### config.mk
export PLATFORM = sky130hd
export DESIGN_NAME = if_id_skid_reg
export DESIGN_NICKNAME = d
export VERILOG_FILES = /design/src/rtl/pipe_pkg.sv /design/src/rtl/if_id_entry.sv /design/src/rtl/if_id_skid_reg.sv
export SDC_FILE = /design/constraint.sdc
export NUM_CORES = 1
export LEC_CHECK = 0
export CAP_MARGIN = 20
export CORE_ASPECT_RATIO = 2
export CORE_MARGIN = 2
export CORE_UTILIZATION = 50
export CTS_BUF_LIST = sky130_fd_sc_hd__clkbuf_8 sky130_fd_sc_hd__clkbuf_16
export DETAILED_ROUTE_END_ITERATION = 6
export PLACE_DENSITY = 0.86
export SETUP_SLACK_MARGIN = 0.15
export SYNTH_ARGS = -nofsm -noshare
export SYNTH_HDL_FRONTEND = slang
export SYNTH_SLANG_ARGS = --single-unit
export TNS_END_PERCENT = 100
### constraint.sdc
create_clock -name clk -period 1.84 [get_ports clk]
set_input_delay 0.184 -clock clk [delete_from_list [all_inputs] [get_ports clk]]
set_output_delay 0.184 -clock clk [all_outputs]
set_load 0.01 [all_outputs]
### src/rtl/pipe_pkg.sv
// pipe_pkg: shared pipeline constants, IF/ID state encoding and entry type
package pipe_pkg;
  localparam logic [15:0] NOP_INST_DEF = 16'h0800;
  typedef enum logic [1:0] {EMPTY, ONE, TWO} state_t;
  typedef struct packed {
    logic [15:0] pc_next;
    logic [15:0] instr;
    logic [15:0] pc;
  } if_id_t;
endpackage

### src/rtl/if_id_entry.sv
// if_id_entry: one IF/ID register entry (clk, clr -> {0,NOP,0}, ld, d_* in, held fields out)
module if_id_entry
  import pipe_pkg::*;
#(
  parameter int PC_W = 16,
  parameter int INST_W = 16,
  parameter logic [INST_W-1:0] NOP_INST = NOP_INST_DEF
) (
  input  logic              clk,
  input  logic              clr,
  input  logic              ld,
  input  logic [PC_W-1:0]   d_pc_next,
  input  logic [INST_W-1:0] d_instr,
  input  logic [PC_W-1:0]   d_pc,
  output logic [PC_W-1:0]   pc_next,
  output logic [INST_W-1:0] instr,
  output logic [PC_W-1:0]   pc
);
  always_ff @(posedge clk) begin
    if (clr) begin
      pc_next <= '0;
      instr   <= NOP_INST;
      pc      <= '0;
    end else if (ld) begin
      pc_next <= d_pc_next;
      instr   <= d_instr;
      pc      <= d_pc;
    end
  end
endmodule

### src/rtl/if_id_skid_reg.sv
// if_id_skid_reg: IF/ID register with valid/ready, one-entry skid, flush-to-NOP, stall counter (in_* fetch side, out_* decode side)
module if_id_skid_reg
  import pipe_pkg::*;
#(
  parameter int PC_W = 16,
  parameter int INST_W = 16,
  parameter logic [INST_W-1:0] NOP_INST = NOP_INST_DEF,
  parameter int CNT_W = 16
) (
  input  logic              clk,
  input  logic              rst,
  input  logic              in_valid,
  output logic              in_ready,
  input  logic [PC_W-1:0]   in_pc_next,
  input  logic [INST_W-1:0] in_instr,
  input  logic [PC_W-1:0]   in_pc,
  input  logic              flush,
  output logic              out_valid,
  input  logic              out_ready,
  output logic [PC_W-1:0]   out_pc_next,
  output logic [INST_W-1:0] out_instr,
  output logic [PC_W-1:0]   out_pc,
  output logic [CNT_W-1:0]  stall_cnt
);
  state_t state, nstate;
  logic in_fire, out_fire, clr, main_ld, skid_ld;
  logic [PC_W-1:0] m_pc_next, m_pc, s_pc_next, s_pc;
  logic [INST_W-1:0] m_instr, s_instr;
  assign in_fire  = in_valid & in_ready;
  assign out_fire = out_valid & out_ready;
  assign clr      = rst | flush;
  always_ff @(posedge clk) state <= rst ? EMPTY : nstate;
  always_comb begin
    nstate = flush ? EMPTY :
             state == EMPTY ? (in_fire ? ONE : EMPTY) :
             state == ONE ? ((in_fire & ~out_fire) ? TWO : (~in_fire & out_fire) ? EMPTY : ONE) :
             (out_fire ? ONE : TWO);
  end
  always_comb begin
    in_ready    = (state != TWO) & ~flush;
    out_valid   = state != EMPTY;
    main_ld     = (state == TWO) ? out_fire : in_fire & ((state == EMPTY) | out_fire);
    skid_ld     = (state == ONE) & in_fire & ~out_fire;
    out_pc_next = out_valid ? m_pc_next : '0;
    out_instr   = out_valid ? m_instr : NOP_INST;
    out_pc      = out_valid ? m_pc : '0;
  end
  if_id_entry #(.PC_W(PC_W), .INST_W(INST_W), .NOP_INST(NOP_INST)) u_main (
    .clk(clk), .clr(clr), .ld(main_ld),
    .d_pc_next(state == TWO ? s_pc_next : in_pc_next),
    .d_instr(state == TWO ? s_instr : in_instr),
    .d_pc(state == TWO ? s_pc : in_pc),
    .pc_next(m_pc_next), .instr(m_instr), .pc(m_pc)
  );
  if_id_entry #(.PC_W(PC_W), .INST_W(INST_W), .NOP_INST(NOP_INST)) u_skid (
    .clk(clk), .clr(clr), .ld(skid_ld),
    .d_pc_next(in_pc_next), .d_instr(in_instr), .d_pc(in_pc),
    .pc_next(s_pc_next), .instr(s_instr), .pc(s_pc)
  );
  always_ff @(posedge clk) begin
    if (rst) stall_cnt <= '0;
    else if (out_valid & ~out_ready & ~&stall_cnt) stall_cnt <= stall_cnt + 1'b1;
  end
endmodule
==> results.toml <==
[outcome]
run_status = "finished with violations"
violations = "setup timing"

[final_layout]
fin_util_pct = 79.1
mostFrequentLayoutCells = "nand2_1 (102), dfxtp_1 (100), clkdlybuf4s50_1 (68)"
num_antenna_cells = 0
area_growth_syn_to_layout_pct = 55.1
fillCellCount = 599
layout_commonest_cell = "nand2_1"
nets = 818
drive_above_1_share_pct = 32.4
instances_no_fill = 914

[floorplanning]
io_pins = 119
start_util_pct = 51.0
die_x_um = 76.9
fp.dieArea_um2 = 11500
fp.dieH_um = 150
coreArea_um2 = 10400
num_rows = 53

[route]
totalWireLength_um = 20800
viasPerCell = 6.20
ant_nets = 0
first_pass_iters = 7
drc = 0
drt_iter0_markers = 719
wl_per_cell_um = 22.8
vias = 5669

[global_route]
grt_max_degree = 57
grt_pass1_wl_um = 26900
grt_pass1_vias = 5398
grt_usage_pct = 30.0
grt_use_met3_pct = 7.96
grt_busiest_layer = "met2"
use_met1_pct = 28.5
met2_usage_pct = 55.3
gr-total-overflow = 0
antenna_found_initial = 0

[yosys]
synthArstFlopShare_pct = 0
synth_edf_count = 0
syn_area_um2 = 5310
synth_fp_nets = 654
syn_inst = 600
ys_seq_area_share_pct = 43.0
syn_avg_cell_area_um2 = 8.85
yosysUniqueCellTypes = 40
yosysWarnings = 0
ys.flop_type = "dfxtp_1"
synth-seq-cells = 114

[clocking]
cts_buffers = 17
clockBufferDepth = 2
cts.htree.levels = 4
cts_sinks = 114
cts-root-buf = "clkbuf_16"
ctsHoldBuffers = 0
cts_tree = "built"
insertion_delay_ns = 0.41
path_clk_slew_ns = 0.06

[place]
dp_cells = 839
io_buffers = 118
gp_congestion = 0.809
place_hpwl_um = 10100

[power_and_ir_drop]
p_switching_mw = 1.72
p_total_mw = 6.82
intPower_mw = 5.11
vdd_drop_max_mv = 0.752
power_frac_seq_pct = 37.5
sw_frac_of_total_pct = 25.2
power.density_nw_per_um2 = 829
cellLeakagePower_nw = 3.33
p_comb_share_pct = 14.4
clockPowerShare_pct = 48.1

[critical_path]
cp-startpoint = "state[1]"
crit_type = "flop to flop"
critPathCapture = "u_main.instr[4]"
path_max_fanout = 9
timing.rr.start = "state[1]"
r2r_end = "u_main.instr[4]"
worst_ep_arrival_time_ns = 2.18
crit_path_start_kind = "flop"
r2r_setup_slack_ns = -0.01
end_kind = "flop"
ff2ff_path_depth = 8
crit_required_ns = 2.17

[sta]
rsz0062_at_grt = "yes"
fin_setup_tns_ns = -0.0267
finClkSkew_ns = 0.00456
fin_crit_sh_pct = 101
maxSlewViolCount = 0
worst_pin_slew_ns = 0.575
slew_headroom_pct = 61.7
period_needed_ns = 1.85
setup_viol = 3
fin_ws_ns = -0.0129
fmax_mhz = 540
finalHoldViolCount = 0

[flow_run]
max-cap-violations = 0

[min_path]
hp-class = "input port to flop"
metrics by stage:
step	worst slack [ns]	cell area, um2	hold WS [ns]
final	-0.0129	8230	0.359
after floorplan	0.192	5310	0.263
after detailed placement	-0.190	6770	0.446
after global placement	-0.0383	6770	0.441
after global routing	-0.0602	8230	0.369
after CTS	-0.0178	7790	0.347
power groups by stage:
stage / logic (mW) / registers, mW / clock network (mW)
2_1_floorplan: 0.349 / 2.60 / 0
3_3_place_gp: 0.583 / 2.60 / 0
3_5_place_dp: 0.609 / 2.61 / 0
4_1_cts: 0.777 / 2.55 / 3.22
5_1_grt: 1.01 / 2.56 / 3.36
6_report: 0.981 / 2.56 / 3.28
worst min-delay path by stage:
stage | start | end | slack, ns | cells past startpoint
after floorplan | out_ready | state[1] | 0.26 | 1
after global placement | u_skid.instr[1] | u_skid.instr[1] | 0.44 | 2
after detailed placement | u_skid.pc[7] | u_skid.pc[7] | 0.45 | 2
after CTS | in_pc[5] | u_skid.pc[5] | 0.35 | 3
after global routing | in_pc_next[13] | u_skid.pc_next[13] | 0.37 | 3
final | in_pc_next[8] | u_skid.pc_next[8] | 0.36 | 3
cells by family after synthesis:
kind of cell	after synthesis	share of synthesized area, %
xor gates and xnor gates	1	0.165
AOI/OAI and AO/OA	128	18.3
adders and majority gates	1	0.236
muxes	50	9.43
and+or+nand+nor	251	23.5
DFF	114	43.0
buffers and inverters	55	5.33
sequential cells by signal (all words and copies together), names as in the netlist:
name	cells
u_skid.pc_next	16
u_skid.pc	16
stall_cnt	16
u_main.pc	16
u_main.instr	16
u_main.pc_next	16
u_skid.instr	16
state	2
metal layers:
layer,up-vias,wire length (um)
met3,130,1570
met4,0,1540
met5,-,0
met2,402,10900
li1,2435,-
met1,2702,6830
critical path, stage by stage (launching register included):
cell      delay (ns)
dfxtp_4         0.36
buf_6           0.12
or3b_4          0.38
a21oi_4         0.21
buf_6           0.16
buf_12          0.11
buf_16          0.12
nor3_1          0.07
a211oi_2        0.23
what timing repair did:
action / in CTS / in global routing
setup endpoints to repair: 89 / 90
resized for setup: 73 / 182
buffers inserted: 11 / 19
gates cloned: 9 / 4
pin swaps: 28 / 16
Yosys cell counts (all sizes together) (7+ instances only):
| master | number | share of area [%] |
|---|---|---|
| nor3 | 51 | 4.8 |
| o21ai | 7 | 0.66 |
| a21oi | 61 | 6.0 |
| or3 | 7 | 0.82 |
| a211oi | 49 | 9.8 |
| nand2 | 102 | 7.2 |
| mux2i | 50 | 9.4 |
| clkbuf | 24 | 1.7 |
| buf | 28 | 3.4 |
| nor2 | 10 | 0.71 |
| dfxtp | 114 | 43 |
| nor2b | 50 | 5.9 |
| nand3 | 7 | 0.66 |
area by class of cell:
| type | count | area [um2] | area share, % |
|---|---|---|---|
| timing repair buffer | 197 | 2100 | 25.5 |
| multi-input combinational | 431 | 3060 | 37.2 |
| inverter | 3 | 11.3 | 0.137 |
| sequential | 114 | 2300 | 28.0 |
| clock inverter | 12 | 115 | 1.40 |
| clock buffer | 20 | 467 | 5.67 |
| tap | 137 | 171 | 2.08 |
No activity file was read; power rests on OpenSTA's default activity.
